File: config.mk
export PLATFORM = sky130hd
export DESIGN_NAME = multi_alarm_timekeeper
export DESIGN_NICKNAME = d
export VERILOG_FILES = /design/src/rtl/multi_alarm_timekeeper.sv
export SDC_FILE = /design/constraint.sdc
export NUM_CORES = 1
export LEC_CHECK = 0
export CAP_MARGIN = 20
export CORE_ASPECT_RATIO = 0.5
export CORE_MARGIN = 4
export CORE_UTILIZATION = 35
export CTS_CLUSTER_DIAMETER = 100
export DETAILED_ROUTE_END_ITERATION = 10
export GPL_ROUTABILITY_DRIVEN = 0
export GPL_TIMING_DRIVEN = 0
export RECOVER_POWER = 25
export SLEW_MARGIN = 20
export SYNTH_ARGS = -nofsm -noshare
export SYNTH_HDL_FRONTEND = slang
export SYNTH_SLANG_ARGS = --single-unit
File: constraint.sdc
create_clock -name clk -period 9 [get_ports clk]
set_clock_uncertainty 0.05 [all_clocks]
set_input_delay 0.9 -clock clk [delete_from_list [all_inputs] [get_ports clk]]
set_output_delay 0.9 -clock clk [all_outputs]
set_load 0.01 [all_outputs]
File: src/rtl/multi_alarm_timekeeper.sv
// multi_alarm_timekeeper: single-clock BCD HH:MM:SS timekeeper with built-in
// prescaler, 12/24 h display formatting, validated time load and NUM_ALARMS
// alarm channels with ring timeout.
// Optional feature: define MULTI_ALARM_TIMEKEEPER_SNOOZE_EN to build the snooze
// target registers and snooze logic. Without it the snooze input is ignored.
`timescale 1ns/1ps
module multi_alarm_timekeeper #(
  parameter int CLK_RATE_HZ    = 1_000_000,
  parameter int NUM_ALARMS     = 2,
  parameter int SNOOZE_MINUTES = 5,
  parameter int RING_SECONDS   = 60,
  localparam int AW = (NUM_ALARMS > 1) ? $clog2(NUM_ALARMS) : 1
) (
  input  logic                  clk,
  input  logic                  reset_n,
  output logic [23:0]           time_bcd,
  output logic [23:0]           disp_bcd,
  output logic                  disp_pm,
  output logic                  tick_1hz,
  input  logic                  hours_12h,
  input  logic                  load_strobe,
  input  logic [23:0]           load_bcd,
  output logic                  load_error,
  input  logic                  alarm_wr_en,
  input  logic [AW-1:0]         alarm_wr_index,
  input  logic [15:0]           alarm_wr_bcd,
  input  logic [NUM_ALARMS-1:0] alarm_enable,
  input  logic                  snooze,
  input  logic                  dismiss,
  output logic [NUM_ALARMS-1:0] alarm_ringing
);

  localparam int PW = (CLK_RATE_HZ > 1) ? $clog2(CLK_RATE_HZ) : 1;
  localparam logic [PW-1:0] PRESC_MAX = PW'(CLK_RATE_HZ - 1);
  localparam logic [7:0]    RING_MAX  = 8'(RING_SECONDS);

  // ---------------------------------------------------------------- helpers
  function automatic logic [6:0] bcd_to_bin(input logic [7:0] b);
    return 7'(b[7:4]) * 7'd10 + 7'(b[3:0]);
  endfunction

  function automatic logic [7:0] bin_to_bcd(input logic [6:0] v);
    return {4'(v / 7'd10), 4'(v % 7'd10)};
  endfunction

  // Increment one BCD field, wrapping to 00 after 'last'.
  function automatic logic [7:0] bcd_inc(input logic [7:0] v, input logic [7:0] last);
    if (v == last)         return 8'h00;
    else if (v[3:0] == 4'd9) return {v[7:4] + 4'd1, 4'd0};
    else                   return {v[7:4], v[3:0] + 4'd1};
  endfunction

  function automatic logic valid_time(input logic [23:0] t);
    logic nib_ok;
    nib_ok = (t[3:0] <= 4'd9) && (t[11:8] <= 4'd9) && (t[19:16] <= 4'd9);
    return nib_ok && (t[7:0] <= 8'h59) && (t[15:8] <= 8'h59) && (t[23:16] <= 8'h23);
  endfunction

  // ------------------------------------------------------------ timekeeping
  logic [PW-1:0] presc_q;
  logic [23:0]   time_q;
  logic [23:0]   time_next;
  logic          load_ok;
  logic          tick_eff;

  assign tick_1hz = (presc_q == PRESC_MAX);
  assign load_ok  = load_strobe && valid_time(load_bcd);
  // A valid load restarts the second, so a coincident tick has no effect.
  assign tick_eff = tick_1hz && !load_ok;
  assign time_bcd = time_q;

  // Next time after one second: SS carries into MM, MM into HH, HH wraps at 24.
  always_comb begin
    time_next[7:0]   = bcd_inc(time_q[7:0], 8'h59);
    time_next[15:8]  = time_q[15:8];
    time_next[23:16] = time_q[23:16];
    if (time_q[7:0] == 8'h59) begin
      time_next[15:8] = bcd_inc(time_q[15:8], 8'h59);
      if (time_q[15:8] == 8'h59)
        time_next[23:16] = bcd_inc(time_q[23:16], 8'h23);
    end
  end

  // Prescaler, time register and registered load rejection pulse.
  // NOTE: sequential state uses non-blocking assignments so every register
  // samples the pre-edge values, independent of statement order.
  always_ff @(posedge clk or negedge reset_n) begin
    if (!reset_n) begin
      presc_q    <= '0;
      time_q     <= '0;
      load_error <= 1'b0;
    end else begin
      load_error <= load_strobe && !load_ok;
      if (load_ok) begin
        presc_q <= '0;
        time_q  <= load_bcd;
      end else begin
        presc_q <= tick_1hz ? '0 : presc_q + PW'(1);
        if (tick_1hz) time_q <= time_next;
      end
    end
  end

  // ---------------------------------------------------------------- display
  logic [6:0] hour_bin;
  logic [7:0] disp_hh;

  // Hours reformatted for 12 h mode; minutes and seconds pass through.
  always_comb begin
    hour_bin = bcd_to_bin(time_q[23:16]);
    disp_hh  = time_q[23:16];
    if (hours_12h) begin
      if (hour_bin == 7'd0)       disp_hh = 8'h12;
      else if (hour_bin > 7'd12)  disp_hh = bin_to_bcd(hour_bin - 7'd12);
    end
  end

  assign disp_bcd = {disp_hh, time_q[15:0]};
  assign disp_pm  = (hour_bin >= 7'd12);

  // ----------------------------------------------------------------- alarms
  logic [15:0]           alarm_q    [NUM_ALARMS];
  logic [7:0]            ring_cnt_q [NUM_ALARMS];
  logic [NUM_ALARMS-1:0] wr_hit;
  logic [NUM_ALARMS-1:0] fire;

`ifdef MULTI_ALARM_TIMEKEEPER_SNOOZE_EN
  logic [NUM_ALARMS-1:0] snz_armed_q;
  logic [15:0]           snz_target_q [NUM_ALARMS];
  logic [15:0]           snz_target_new;

  // Current HH:MM plus the snooze delay, wrapping at 24:00.
  always_comb begin
    logic [6:0] h;
    logic [6:0] m;
    h = bcd_to_bin(time_q[23:16]);
    m = bcd_to_bin(time_q[15:8]) + 7'(SNOOZE_MINUTES);
    if (m >= 7'd60) begin
      m = m - 7'd60;
      h = (h == 7'd23) ? 7'd0 : h + 7'd1;
    end
    snz_target_new = {bin_to_bcd(h), bin_to_bcd(m)};
  end
`else
  logic unused_snooze;
  assign unused_snooze = snooze;
`endif

  // Per-channel write decode and match on the tick that lands on HH:MM:00.
  // Out-of-range indices decode to no channel.
  always_comb begin
    for (int i = 0; i < NUM_ALARMS; i++) begin
      wr_hit[i] = alarm_wr_en && (alarm_wr_index == AW'(i));
      fire[i]   = tick_eff && (time_next[7:0] == 8'h00) &&
                  ((alarm_enable[i] && (time_next[23:8] == alarm_q[i]))
`ifdef MULTI_ALARM_TIMEKEEPER_SNOOZE_EN
                   || (snz_armed_q[i] && (time_next[23:8] == snz_target_q[i]))
`endif
                  );
    end
  end

  // Alarm value storage.
  // NOTE: the alarm array is reset because its power-up value must read 00:00;
  // storage without a defined reset value would normally be left unreset.
  always_ff @(posedge clk or negedge reset_n) begin
    if (!reset_n) begin
      for (int i = 0; i < NUM_ALARMS; i++) alarm_q[i] <= '0;
    end else begin
      for (int i = 0; i < NUM_ALARMS; i++)
        if (wr_hit[i]) alarm_q[i] <= alarm_wr_bcd;
    end
  end

  // Ringing / snooze state per channel; branches ordered by priority.
  always_ff @(posedge clk or negedge reset_n) begin
    if (!reset_n) begin
      alarm_ringing <= '0;
      for (int i = 0; i < NUM_ALARMS; i++) ring_cnt_q[i] <= '0;
`ifdef MULTI_ALARM_TIMEKEEPER_SNOOZE_EN
      snz_armed_q <= '0;
      for (int i = 0; i < NUM_ALARMS; i++) snz_target_q[i] <= '0;
`endif
    end else begin
      for (int i = 0; i < NUM_ALARMS; i++) begin
        if (wr_hit[i] || !alarm_enable[i] || dismiss) begin
          alarm_ringing[i] <= 1'b0;
`ifdef MULTI_ALARM_TIMEKEEPER_SNOOZE_EN
          snz_armed_q[i]   <= 1'b0;
        end else if (snooze && alarm_ringing[i]) begin
          alarm_ringing[i] <= 1'b0;
          snz_armed_q[i]   <= 1'b1;
          snz_target_q[i]  <= snz_target_new;
`endif
        end else if (fire[i]) begin
          alarm_ringing[i] <= 1'b1;
          ring_cnt_q[i]    <= '0;
`ifdef MULTI_ALARM_TIMEKEEPER_SNOOZE_EN
          snz_armed_q[i]   <= 1'b0;
`endif
        end else if (tick_eff && alarm_ringing[i]) begin
          ring_cnt_q[i] <= ring_cnt_q[i] + 8'd1;
          if (ring_cnt_q[i] + 8'd1 == RING_MAX) alarm_ringing[i] <= 1'b0;
        end
      end
    end
  end

endmodule

==> results.md, run 1 <==
- R2R cell count: 11
- CP bufs+invs: 7
- CP Launch Type: flip-flop
- Peak VDD IR: 0.120 mV
- Die Area: 0.0219 mm^2
- Die Ht: 107 um
- DR WL/cell: 15.8 um
- # DRC: 0
- Status: finished with violations
- Max-cap violations: 2
- RSZ-0062 raised after global routing: no
- Final Hold Fails: 0
- Register area share after synthesis: 34.9%
- Avg Synthesized Cell Area: 9.13 um^2
- Critical setup path kind: reg -> out
- Cell Area, Synth: 0.00682 mm^2
- Clock Latency Late Sink: 0.34 ns
- Dpl hpwl: 13800 um
- Class of the worst hold path: reg -> reg
- Finished Core Util: 45.4%
- Fillers: 1854
- Number of global-route vias before repair: 5783
- TritonRoute pass-1 iters: 5
- Final period util: 86.1%
- Synth Area in Compound Gates: 17.3%
- Synth Instances: 747
- Internal reg-to-reg setup slack: 5.03 ns
- Post-route ant nets: 0
- Normalized max-slew margin: -130%
- Finish-stage setup viols: 0
- Crit path to: disp_bcd[17]
- Ys Warns: 0
- CTS buffer count: 9
- WP data required: 8.05 ns
- Most common cell after layout, fill and taps aside: clkdlybuf4s50_1
- Main combinational cell family by area after synthesis: simple AND/OR/NAND/NOR gates
- TNS Setup: 0 ns
- Violated checks: capacitance limit, slew limit
- Crit path arrival time: 6.80 ns
- Final Cell Area: 0.00852 mm^2
- Crit end category: primary output
- Crit path cell chain: ha_1 -> inv_1 -> fa_1 -> clkbuf_1 -> inv_1 -> ha_1 -> buf_2 -> xor2_1 -> a311o_1 -> a311oi_1 -> a211oi_1 -> a2111o_1 -> inv_1 -> ha_1 -> inv_1 -> o2111ai_1 -> o311ai_0 -> a311oi_1 -> o311a_1 -> a2bb2oi_1 -> clkdlybuf4s50_1
- First-pass GRT wire length: 29200 um
- Fin nets: 938
- Most used flip-flop cell after synthesis: dfrtp_1
- Crit-path slowest cell: dfrtp_1
- Cells after DPL: 1108
- Die extent in x: 205 um
- Largest net degree at the start of global routing: 66
- Levels on crit path: 21
- CTS tree: yes
- Post-Synth XOR/XNOR Area: 6.94%
- Drt initial violations: 330
- Grt ovf: 0
- Post-synthesis simple-gate area fraction: 21.5%
- Most frequent cells in the layout: clkdlybuf4s50_1 (100), dfrtp_1 (95), nand2_1 (68)
- Power per Cell Area: 248 mW/mm^2
- Crit path from: time_bcd[20]
- I/O Pins: 103
- Row count: 35
- H-tree depth: 3
- Pleak: 0.00354 uW
- Footprint of the multi-input gates: 0.00407 mm^2
- Vias: 5918
- Post-synth EDFFs: 0
- Slowest stage delay, CP: 0.60 ns
- Reg2reg start: time_bcd[4]
- Clock Tree Root: clkbuf_16
- Layout cells sized above 1: 11.8%
- Final Critical Period: 7.75 ns
- CTS clk-pin slew, worst paths: 0.07 ns
- Post-CTS Hold Buffers: 0
- GRT Overall Usage: 16.3%
- CP most frequent cell: inv_1
- Async SR Flop Fraction: 100%
- CORE AREA: 0.0187 mm^2
- Fmax: 129 MHz
- Slew Limit Fails: 98
- Initial antenna violation count: 0
- Post-synthesis net count: 825
- CP Max Fanout: 10
- Post-synthesis mux area share: 8.61%
- PostCTS Resize Cnt: 0
- Critical R2R Capture: ring_cnt_q[6]
- Initial core utilization: 36.4%
- PortBufs: 101
- # clock sinks: 95
- Adder-cell area share of the yosys netlist: 5.36%
- DP Area: 0.00818 mm^2
- Worst Tran Pin Value: 3.45 ns
- Yosys cell types: 90
- CP delay by family, top: compound AO/OA/AOI/OAI gates
- Synth Register Bits: 95
- Postcts setup bufs: 0
- Ant diodes: 0
- Total wire length: 17800 um
- Seq. cell area: 0.00238 mm^2
- Non-filler cells in the finished layout: 1124
- CTS max path bufs: 2
- Area growth syn-to-layout: 24.9%
- Vias/cell: 5.27
==> stage by stage <==
step	worst slack [ns]	power, uW	hold slack [ns]
after floorplan	2.99	1320	0.397
after global placement	1.78	1630	0.421
after detailed placement	1.66	1650	0.426
after CTS	1.29	2120	0.378
after global routing	0.777	2270	0.483
final	1.25	2110	0.429
==> worst register-to-register path, stage by stage (launching register included) <==
cell,delay [ns]
dfrtp_1,0.52
ha_1,0.24
nand3b_1,0.21
nor3_1,0.52
mux2i_1,0.45
xor2_1,0.21
nand4_1,0.15
or4_4,0.53
nor4b_4,0.50
buf_6,0.22
o21ai_2,0.06
a32o_1,0.20
==> cells in the mapped netlist, types with 10 or more instances <==
master / count / area share [%]
a21o_1: 11 / 1.2
and3_1: 15 / 1.4
mux2i_1: 17 / 2.5
buf_4: 18 / 2.0
nand4_1: 10 / 0.92
mux2_2: 33 / 5.5
nor2_1: 61 / 3.4
o21ai_0: 53 / 3.9
xnor2_1: 27 / 3.5
xor2_1: 27 / 3.5
nor4_1: 13 / 1.2
or3_1: 11 / 1.0
a21oi_1: 31 / 2.3
clkbuf_1: 18 / 0.99
dfrtp_1: 95 / 35
ha_1: 26 / 4.8
nand3_1: 21 / 1.5
nand2_1: 68 / 3.7
inv_1: 24 / 1.3
==> per-layer routing <==
metal | track usage (%) | up-vias | part of all wire [%]
li1 | - | 2931 | -
met1 | 21.8 | 2874 | 47
met2 | 28.0 | 95 | 49
met3 | 2.57 | 18 | 3.2
met4 | 3.58 | 0 | 1.3
met5 | 0 | - | 0
==> logic make-up after synthesis <==
logic type	Yosys count
compound gates	173
xor+xnor	54
fa+ha+maj	28
buf+inv	74
flops	95
mux	52
simple gates	271
==> where the power goes <==
part	switching, uW	internal [uW]
Clock	165	301
Sequential	67.0	479
Combinational	595	507
Total	827	1290
==> state kept, by name (all words and copies together) (netlist names) <==
signal,count
alarm_ringing,2
time_bcd,24
load_error,1
alarm_q,32
ring_cnt_q,16
presc_q,20
==> layout make-up <==
cell class | instances | area share, %
Clock inverter | 7 | 1.67
Multi-Input combinational cell | 578 | 47.7
Sequential cell | 95 | 27.9
Clock buffer | 9 | 2.64
Tap cell | 259 | 3.80
Inverter | 26 | 1.15
Timing Repair Buffer | 102 | 11.8
Buffer | 48 | 3.25
==> worst min path at each step <==
| stage | depth (start not counted) | start | endpoint |
|---|---|---|---|
| detailed placement | 1 | presc_q[0] | presc_q[0] |
| global placement | 1 | presc_q[0] | presc_q[0] |
| CTS | 1 | reset_n | presc_q[16] |
| global route | 1 | presc_q[0] | presc_q[0] |
| finish | 1 | presc_q[0] | presc_q[0] |
| floorplan | 1 | presc_q[0] | presc_q[0] |
No activity file was read; power rests on OpenSTA's default activity.
==> run 2, diff against run 1 <==
--- a/config.mk
+++ b/config.mk
@@ -8,11 +8,12 @@
 export CAP_MARGIN = 20
 export CORE_ASPECT_RATIO = 0.5
 export CORE_MARGIN = 4
-export CORE_UTILIZATION = 35
+export CORE_UTILIZATION = 60
 export CTS_CLUSTER_DIAMETER = 100
 export DETAILED_ROUTE_END_ITERATION = 10
 export GPL_ROUTABILITY_DRIVEN = 0
 export GPL_TIMING_DRIVEN = 0
+export PLACE_DENSITY = 0.87
 export RECOVER_POWER = 25
 export SLEW_MARGIN = 20
 export SYNTH_ARGS = -nofsm -noshare
==> run 2 against run 1 <==
Compared with the run above: the run still ends with capacitance limit, slew limit left; die area is 40% lower; cell area is 2.6% lower; setup slack worse by 0.023 ns; first-iteration DRC count is 75% higher; non-clock buffer count stayed put; critical path type unchanged.
==> results.md, run 2 (synthesis gave the netlist of run 1 again) <==
- Initial antenna violation count: 0 (unchanged)
- Internal reg-to-reg setup slack: 4.92 ns (-0.11 ns)
- Peak VDD IR: 0.167 mV (+38%)
- RSZ-0062 raised after global routing: no
- PostCTS Resize Cnt: 0 (unchanged)
- Total wire length: 18000 um (+1.3%)
- CTS buffer count: 9 (unchanged)
- Crit end category: primary output
- Overall power: 2030 uW (-3.9%)
- Critical setup path kind: reg -> out
- CP Max Fanout: 10 (unchanged)
- Class of the worst hold path: reg -> reg
- Number of global-route vias before repair: 6292 (+8.8%)
- Cells after DPL: 994 (-10%)
- Vias/cell: 6.23 (+18%)
- Ant diodes: 0 (unchanged)
- CTS max path bufs: 2 (unchanged)
- Clock Tree Root: clkbuf_16
- I/O Pins: 103 (unchanged)
- Die Ht: 83.4 um (-22%)
- Dpl hpwl: 13500 um (-2.0%)
- Clock Latency Late Sink: 0.35 ns (about the same)
- GRT Overall Usage: 27.7% (+11 points)
- CORE AREA: 0.0110 mm^2 (-41%)
- Final Critical Period: 7.77 ns (+0.0232 ns)
- # DRC: 0 (unchanged)
- Most frequent cells in the layout: clkdlybuf4s50_1 (100), dfrtp_1 (95), nand2_1 (68)
- Die extent in x: 159 um (-23%)
- TNS Setup: 0 ns (unchanged)
- Status: finished with violations
- Area growth syn-to-layout: 21.7%
- Most common cell after layout, fill and taps aside: clkdlybuf4s50_1
- Pleak: 0.00350 uW (-1.1%)
- Worst Tran Pin Value: 4.05 ns (+0.600 ns)
- TritonRoute pass-1 iters: 5 (unchanged)
- Non-filler cells in the finished layout: 1010 (-10%)
- Largest net degree at the start of global routing: 78 (+18%)
- Vias: 6289 (+6.3%)
- DR WL/cell: 17.8 um (+13%)
- Post-CTS Hold Buffers: 0 (unchanged)
- Power per Cell Area: 245 mW/mm^2 (-1.4%)
- Violated checks: capacitance limit, slew limit
- PortBufs: 101 (unchanged)
- Most flops, register: alarm_q
- Number of flip-flops in the largest register: 32 (unchanged)
- CP Launch Type: flip-flop
- Normalized max-slew margin: -170% (-40 points)
- Layout cells sized above 1: 11.7% (-0.12 points)
- Drt initial violations: 578 (+75%)
- H-tree depth: 3 (unchanged)
- Fin nets: 938 (unchanged)
- Slew Limit Fails: 78 (-20%)
- Crit path arrival time: 6.82 ns (+0.02 ns)
- Row count: 27 (-23%)
- Grt ovf: 0 (unchanged)
- Postcts setup bufs: 0 (unchanged)
- Max-cap violations: 1 (-1)
- Final Hold Fails: 0 (unchanged)
- Post-route ant nets: 0 (unchanged)
- Fillers: 740 (-60%)
- Fmax: 129 MHz (-0.30%)
- Initial core utilization: 61.7% (+25 points)
- CTS tree: yes
- CTS clk-pin slew, worst paths: 0.07 ns (about the same)
- Finish-stage setup viols: 0 (unchanged)
- First-pass GRT wire length: 30500 um (+4.6%)
- Die Area: 0.0132 mm^2 (-40%)
- # clock sinks: 95 (unchanged)
- Final period util: 86.4% (+0.26 points)
- WP data required: 8.05 ns (about the same)
==> run 2: critical path: stages, from the launching register on <==
cell and delay [ns]:
dfrtp_1 0.60, ha_1 0.30, inv_1 0.07, fa_1 0.50
clkbuf_1 0.29, inv_1 0.22, ha_1 0.29, buf_2 0.20
xor2_1 0.21, a311o_1 0.52, a311oi_1 0.34, a211oi_1 0.09
a2111o_1 0.47, inv_1 0.08, ha_1 0.26, inv_1 0.14
o2111ai_1 0.19, o311ai_0 0.16, a311oi_1 0.55, o311a_1 0.26
a2bb2oi_1 0.17, clkdlybuf4s50_1 0.55
==> run 2: cell type report <==
cell class                      count  area, um^2  share of cell area (%)
Tap cell                          145         181                    2.19
Clock buffer                       10         229                    2.76
Inverter                           26        97.6                    1.18
Timing Repair Buffer              102        1010                    12.2
Multi-Input combinational cell    578        4070                    49.0
Sequential cell                    95        2380                    28.7
Buffer                             48         277                    3.33
Clock inverter                      6        61.3                   0.739
==> run 2: final timing paths <==
check,start,cells after the start,to
worst max-delay path,time_bcd[20],21,disp_bcd[17]
worst min-delay path,presc_q[0],1,presc_q[0]
worst max register to register,time_bcd[4],11,ring_cnt_q[6]
worst min register to register,presc_q[0],1,presc_q[0]
max in group asynchronous,reset_n,2,ring_cnt_q[1]
min in group asynchronous,reset_n,1,alarm_q[8]
==> run 2: report_power, final <==
part           switching, uW  internal [uW]  leakage, uW
registers               67.8            480      0.00113
clock network            165            214     0.000142
logic                    597            507      0.00222
total                    830           1200      0.00350
==> run 2: per-layer routing <==
| layer | GRT usage [%] | wire length, um | up-vias |
|---|---|---|---|
| li1 | - | - | 2937 |
| met1 | 34.0 | 7180 | 3048 |
| met2 | 49.0 | 9170 | 253 |
| met3 | 5.21 | 1200 | 51 |
| met4 | 10.3 | 480 | 0 |
| met5 | 0 | 0 | - |
==> run 2: through the flow <==
| step | hold WS, ns | utilization, % | setup slack (ns) | cell area [um^2] |
|---|---|---|---|---|
| after floorplan | 0.397 | - | 2.99 | 6820 |
| after global placement | 0.412 | 72.5 | 1.87 | 8010 |
| after detailed placement | 0.423 | 72.8 | 1.74 | 8040 |
| after CTS | 0.335 | 75.4 | 1.34 | 8330 |
| after global routing | 0.464 | 75.1 | 0.719 | 8300 |
| final | 0.429 | 75.1 | 1.23 | 8300 |
